### src/rtl/uart_tx_parity_odd.sv
// -----------------------------------------------------------------------------
// uart_tx_parity_odd
//
// Nibble-wide serial transmitter with an odd-parity bit, an optional forced
// idle gap after every frame and a break generator.
//
// Frame on 'signal', one bit per clock:
//   start(0), D0, D1, D2, D3, parity, stop(1)
// The parity bit makes D0..D3 plus parity carry an odd number of ones.
//
// Parameters
//   IDLE_GAP   forced idle-high cycles after each stop bit or break (0..15)
//   BREAK_LEN  cycles the line is held low for a break (11..255)
//
// Ports
//   clk         clock, all state changes on its rising edge
//   reset       asynchronous active-high reset
//   data_in     payload nibble, captured when data_valid && data_ready
//   data_valid  producer offers data_in
//   data_ready  a nibble can be accepted this cycle
//   send_break  request a line break (looked at only while idle)
//   signal      registered serial line
//   busy        high whenever the transmitter is not idle
//   frame_done  high during the stop-bit cycle of a data frame
// -----------------------------------------------------------------------------
module uart_tx_parity_odd #(
    parameter int unsigned IDLE_GAP  = 1,
    parameter int unsigned BREAK_LEN = 16
) (
    input  logic       clk,
    input  logic       reset,
    input  logic [3:0] data_in,
    input  logic       data_valid,
    output logic       data_ready,
    input  logic       send_break,
    output logic       signal,
    output logic       busy,
    output logic       frame_done
);

    typedef enum logic [2:0] {
        S_IDLE,
        S_START,
        S_DATA,
        S_PARITY,
        S_STOP,
        S_GAP,
        S_BREAK
    } state_t;

    // Without a forced gap the next nibble may be taken during the stop bit.
    localparam bit       BACK_TO_BACK    = (IDLE_GAP == 0);
    localparam logic [7:0] GAP_LOAD       = 8'(IDLE_GAP);
    // A break is always followed by at least one idle-high cycle so the
    // receiver can see the end of the break before a new start bit.
    localparam logic [7:0] BREAK_GAP_LOAD = (IDLE_GAP == 0) ? 8'd1 : 8'(IDLE_GAP);
    // Out of reset the line idles high one cycle longer than the normal gap,
    // guaranteeing a full idle cycle before the first start bit.
    localparam logic [7:0] RESET_GAP_LOAD = 8'(IDLE_GAP + 1);
    localparam logic [7:0] BREAK_LOAD     = 8'(BREAK_LEN);

    state_t     state_q,   state_d;
    logic [1:0] bit_idx_q, bit_idx_d;
    logic [3:0] shift_q,   shift_d;
    logic       parity_q,  parity_d;
    logic [7:0] gap_cnt_q, gap_cnt_d;
    logic [7:0] brk_cnt_q, brk_cnt_d;
    logic       signal_q,  signal_d;
    logic       accept;

    // A pending break in IDLE takes priority, so ready is withdrawn at once.
    assign data_ready = ((state_q == S_IDLE) && !send_break) ||
                        (BACK_TO_BACK && (state_q == S_STOP));
    assign accept     = data_valid && data_ready;
    assign busy       = (state_q != S_IDLE);
    assign frame_done = (state_q == S_STOP);
    assign signal     = signal_q;

    always_ff @(posedge clk or posedge reset) begin
        if (reset) begin
            state_q   <= S_GAP;
            bit_idx_q <= 2'd0;
            shift_q   <= 4'd0;
            parity_q  <= 1'b0;
            gap_cnt_q <= RESET_GAP_LOAD;
            brk_cnt_q <= 8'd0;
            signal_q  <= 1'b1;
        end else begin
            state_q   <= state_d;
            bit_idx_q <= bit_idx_d;
            shift_q   <= shift_d;
            parity_q  <= parity_d;
            gap_cnt_q <= gap_cnt_d;
            brk_cnt_q <= brk_cnt_d;
            signal_q  <= signal_d;
        end
    end

    always_comb begin
        state_d   = state_q;
        bit_idx_d = bit_idx_q;
        shift_d   = shift_q;
        parity_d  = parity_q;
        gap_cnt_d = gap_cnt_q;
        brk_cnt_d = brk_cnt_q;

        case (state_q)
            S_IDLE: begin
                if (send_break) begin
                    state_d   = S_BREAK;
                    brk_cnt_d = BREAK_LOAD;
                end else if (accept) begin
                    state_d  = S_START;
                    shift_d  = data_in;
                    parity_d = ~^data_in;
                end
            end
            S_START: begin
                state_d   = S_DATA;
                bit_idx_d = 2'd0;
            end
            S_DATA: begin
                if (bit_idx_q == 2'd3) begin
                    state_d = S_PARITY;
                end else begin
                    bit_idx_d = bit_idx_q + 2'd1;
                    // Shift so the bit on the line is always shift[0].
                    shift_d   = {1'b0, shift_q[3:1]};
                end
            end
            S_PARITY: begin
                state_d = S_STOP;
            end
            S_STOP: begin
                if (accept) begin
                    state_d  = S_START;
                    shift_d  = data_in;
                    parity_d = ~^data_in;
                end else if (!BACK_TO_BACK) begin
                    state_d   = S_GAP;
                    gap_cnt_d = GAP_LOAD;
                end else begin
                    state_d = S_IDLE;
                end
            end
            S_GAP: begin
                gap_cnt_d = (gap_cnt_q == 8'd0) ? 8'd0 : gap_cnt_q - 8'd1;
                if (gap_cnt_q <= 8'd1) begin
                    state_d = S_IDLE;
                end
            end
            S_BREAK: begin
                brk_cnt_d = (brk_cnt_q == 8'd0) ? 8'd0 : brk_cnt_q - 8'd1;
                if (brk_cnt_q <= 8'd1) begin
                    state_d   = S_GAP;
                    gap_cnt_d = BREAK_GAP_LOAD;
                end
            end
            default: begin
                state_d = S_IDLE;
            end
        endcase
    end

    // Line level is registered and follows the state being entered, so it
    // always matches the state register in the same cycle.
    always_comb begin
        signal_d = 1'b1;
        case (state_d)
            S_START:  signal_d = 1'b0;
            S_BREAK:  signal_d = 1'b0;
            S_DATA:   signal_d = shift_d[0];
            S_PARITY: signal_d = parity_d;
            default:  signal_d = 1'b1;
        endcase
    end

endmodule

### config.mk
export PLATFORM = sky130hd
export DESIGN_NAME = uart_tx_parity_odd
export DESIGN_NICKNAME = d
export VERILOG_FILES = /design/src/rtl/uart_tx_parity_odd.sv
export SDC_FILE = /design/constraint.sdc
export NUM_CORES = 1
export LEC_CHECK = 0
export CAP_MARGIN = 5
export CORE_ASPECT_RATIO = 1.5
export CORE_MARGIN = 1.5
export CORE_UTILIZATION = 30
export CTS_CLUSTER_SIZE = 8
export DETAILED_ROUTE_END_ITERATION = 8
export PLACE_DENSITY = 0.46
export SLEW_MARGIN = 20
export SYNTH_ARGS = -nofsm -noshare
export SYNTH_HDL_FRONTEND = slang
export SYNTH_SLANG_ARGS = --single-unit
### constraint.sdc
create_clock -name clk -period 2.7 [get_ports clk]
set_clock_uncertainty 0.2 [all_clocks]
set_input_delay 0.54 -clock clk [delete_from_list [all_inputs] [get_ports clk]]
set_output_delay 0.54 -clock clk [all_outputs]
set_load 0.01 [all_outputs]
**After elaboration in Yosys (flattened, before gate mapping)**

Cells that the tools add are included.

- Flip-flop bits (word level): 27
- Input bits: 8
- Output and inout port bits: 4
- Logic and storage cells: 70

- Add/sub/neg operators: 3
- Order comparisons: 2
- Equal/unequal tests: 16
- Muxes and demuxes: 24
- Reduce and logical (&&, ||, !) cells: 17

Operators with widths:

| cell | number |
|---|---|
| two-way mux 8 bit | 5 |
| case mux 8 bit (3 select lines) | 1 |
| case mux 3 bit (7 select lines) | 1 |
| two-way mux 3 bit | 6 |
| less-or-equal comparator 8 x 1 -> 1 bit, second input constant | 2 |
| zero test 8 bit | 2 |
| case mux 8 bit (2 select lines) | 1 |
| subtractor 8 x 1 -> 8 bit, second input constant | 2 |
| equality test 3 x 2 -> 1 bit, second input constant | 4 |
| equality test 3 bit, second input constant | 4 |
| two-way mux 4 bit | 3 |
| case mux 4 bit (3 select lines) | 1 |
| inequality test 2 bit, second input constant | 5 |
| nonzero test 3 bit | 3 |
| equality test 3 x 1 -> 1 bit, second input constant | 2 |
| AND reduction 3 bit | 2 |
| case mux 2 bit (2 select lines) | 1 |
| AND reduction 2 bit | 2 |
| nonzero test 2 bit | 2 |
| XNOR reduction 4 bit | 1 |
| zero test 3 bit | 1 |
| case mux 1 bit (3 select lines) | 1 |
| adder 2 x 1 -> 2 bit, second input constant | 1 |
| equality test 2 bit, second input constant | 1 |
| 6 further kinds | 8 |

**Depth between registers and ports, before layout**

- Depth in word-level cells: 9
- Depth in mapped cells: 7
- Gate-level depth less buffers: 7

**Worst setup path before layout**

No wires, ideal clock.

- Kind: register to register
- Start point: register gap_cnt_q[2] (netlist name)
- End point: register bit_idx_q[0]
- Library setup time: 0.128 ns
- Data arrival time: 1.582 ns
- Data required time: 2.372 ns
- Path slack: 0.790 ns
- Stages on the path, launching flop included: 6
- Cell sequence: dfrtp_1 -> or4_4 -> nor4_4 -> o221ai_2 -> nor3_1 -> a21oi_1

RTL lines:

| element | line | text |
|---|---|---|
| end signal, assigned | 90 | `bit_idx_q <= bit_idx_d;` |
| end, declared | 63 | `logic [1:0] bit_idx_q, bit_idx_d;` |

**Final worst setup path**

- Start point: register state_q[0]
- End point: output data_ready

- Longest elaborated chain between the ends: 2

RTL lines:

| element | line | text |
|---|---|---|
| start, declared | 62 | `state_t state_q, state_d;` |
| start signal, assigned | 89 | `state_q <= state_d;` |
| zero test 3 bit | 72 | `assign data_ready = ((state_q == S_IDLE) && !send_break) \|\|` |
| logical AND 1 bit | 72 |  |
| end, declared | 34 | `output logic data_ready,` |

No other way between the ends.

==> metrics.cfg <==
[setup_path]
critPathTopFamily = buffers and inverters
cp-end-kind = output port
path_max_fanout = 14
startpoint = state_q[0]
r2r-start = brk_cnt_q[0]
startpoint_type = flop
cp.required_ns = 1.96
slowest_delay_ns = 0.54
critPathKind = reg2out
crit_buf_inv = 2
crit_chain = nor3_2, inv_1, nor2_1, clkdlybuf4s50_1
slowest_stage = clkdlybuf4s50_1
cp.arrival_ns = 1.80

[route]
viasPerCell = 4.96
wl_mm = 3.29
wl_per_cell_um = 12.9
drc = 0
detail-route-antenna-nets = 0
drtPass1Iterations = 4
first_iter_violations = 53
vias = 1269

[placement]
dp_hpwl_mm = 2.45
dpl_worst_slack_ns = 0.274
portBuffers = 11
dp.cells = 252
place_area_sq_um = 1770
place_congestion = 0.790

[cts]
clk_latency_ns = 0.28
clkTransAtPathRegs_ns = 0.09
cts-root-buf = clkbuf_8
cts_max_path_buffers = 2
tritoncts = built
cts_max_level = 1
cts_buffers = 3
cts_setup_buffers = 0
clock-sinks = 27
holdBufCountCts = 0

[yosys]
ys_types = 40
synth.top_cell.area_share = 0.361
avgSynthCellArea_sq_um = 9.15
ys.flop_type = dfrtp_1
ys_top_cells_by_area = dfrtp_1 (36%), dfstp_2 (6.6%), o21ai_0 (5.3%)
yosys_register_bits = 27
synth_area_sq_um = 1590
syn_inst = 174
async_flop_share = 1.00
yosysSeqAreaShare = 0.427
synth_top_area_cell = dfrtp_1
synth_edf_count = 0
ys.warnings.count = 0
syn_nets = 188

[cells_and_area]
design_area_sq_um = 1820
layout_commonest_cell = dfrtp_1
final_cell_mix = dfrtp_1 (23), nor2_1 (22), nand2_1 (18)
final.fill_count = 575
n_antenna_cell = 0
finalNetCount = 203
drive_above_1_share = 0.106
stdcell_count = 256
areaGrowthSynthToFinish_pct = 14.5
utilization = 0.356

[sta]
finalSetupViolCount = 0
rsz0062_at_grt = no
hold_violations = 0
slew_violations = 0
setup_tns_ns = 0
finalCritPeriodShare = 0.942
worst_pin_slew_ns = 0.595
setup_slack_ns = 0.156
min_period_ns = 2.54
max_freq_mhz = 393
slew_headroom = 0.602

[grt]
grt_max_degree = 28
grt_pass1_vias = 1239
grt_overflow_total = 0
track_usage = 0.124
grt_pass1_wl_mm = 5.72
antenna_found_initial = 0

[floorplanning]
die_w_um = 62.5
rows = 32
start_util = 0.311
dieArea_sq_um = 5760
ios = 12
die_h_um = 92.2
core_area_sq_um = 5120

[status]
status = finished clean

[power_and_ir_drop]
p_leak_nw = 0.761
p_per_area_nw_per_um2 = 1160
ir_drop_mv = 0.396

[hold_path]
min_from = bit_idx_q[0]
hp-class = reg2reg

[run]
max_cap_violations = 0

path summary, 6_finish.rpt:
kind | depth (start not counted) | slack, ns | to
setup reg to reg | 7 | 0.55 | bit_idx_q[0]
min in group asynchronous | 3 | 0.41 | brk_cnt_q[5]
max in group asynchronous | 3 | 1.56 | signal
hold reg to reg | 1 | 0.30 | bit_idx_q[0]
setup / recovery | 4 | 0.16 | data_ready
hold / removal | 1 | 0.30 | bit_idx_q[0]
routing by layer:
metal	vias up	track usage	part of all wire
met5	-	0	0
met4	0	0.0611	0.021
met3	5	0.0147	0.023
met2	15	0.209	0.49
met1	606	0.155	0.47
li1	643	-	-
synthesized netlist by cell type (3+ instances only):
master    number
nand2b_1       5
dfstp_2        4
xor2_1         3
dfrtp_1       23
a21oi_1        9
o21ai_0       17
nor2_1        22
ha_1           6
o31ai_1        6
xnor2_1        4
nand2_1       18
inv_1         13
nor2b_1        4
o21ai_1        4
nor3_1         4
power by group:
part / total [W] / leakage, nW / internal, W / switching [W]
clock network: 0.000234 / 0.0228 / 0.000106 / 0.000128
registers: 0.000811 / 0.337 / 0.000599 / 0.000212
logic: 0.00108 / 0.400 / 0.000497 / 0.000580
total: 0.00212 / 0.761 / 0.00120 / 0.000920
cell type report:
cell class,instances,area [sq um],share of cell area
Inverter,13,48.8,0.0267
Tap cell,68,85.1,0.0466
Clock buffer,4,45.0,0.0247
Timing Repair Buffer,13,125,0.0686
Sequential cell,27,681,0.373
Multi-Input combinational cell,131,840,0.460
sequential cells by signal, summed over array words and instances (netlist names):
name       count
gap_cnt_q      8
brk_cnt_q      8
shift_q        4
parity_q       1
state_q        3
signal         1
bit_idx_q      2
kinds of logic (layout without fill, tap and decap cells):
group / after synthesis / count (layout) / share of synthesized area
and+or+nand+nor: 70 / 70 / 0.244
DFF: 27 / 27 / 0.427
muxes: 1 / 1 / 0.00628
AOI/OAI and AO/OA: 47 / 47 / 0.189
buffers and inverters: 16 / 30 / 0.0487
adders and majority gates: 6 / 6 / 0.0471
xor gates and xnor gates: 7 / 7 / 0.0385
timing repair:
| item | in CTS | in global routing |
|---|---|---|
| hold endpoints to repair | 0 | 0 |
| endpoints found under the setup margin | 0 | 1 |
| resized for setup | 0 | 1 |
per-stage QoR:
step / power (W) / hold slack, ns
global placement: 0.00187 / 0.262
CTS: 0.00214 / 0.300
floorplan: 0.00163 / 0.246
global route: 0.00234 / 0.306
finish: 0.00212 / 0.297
detailed placement: 0.00190 / 0.285
(Power assumes the default switching activity.)
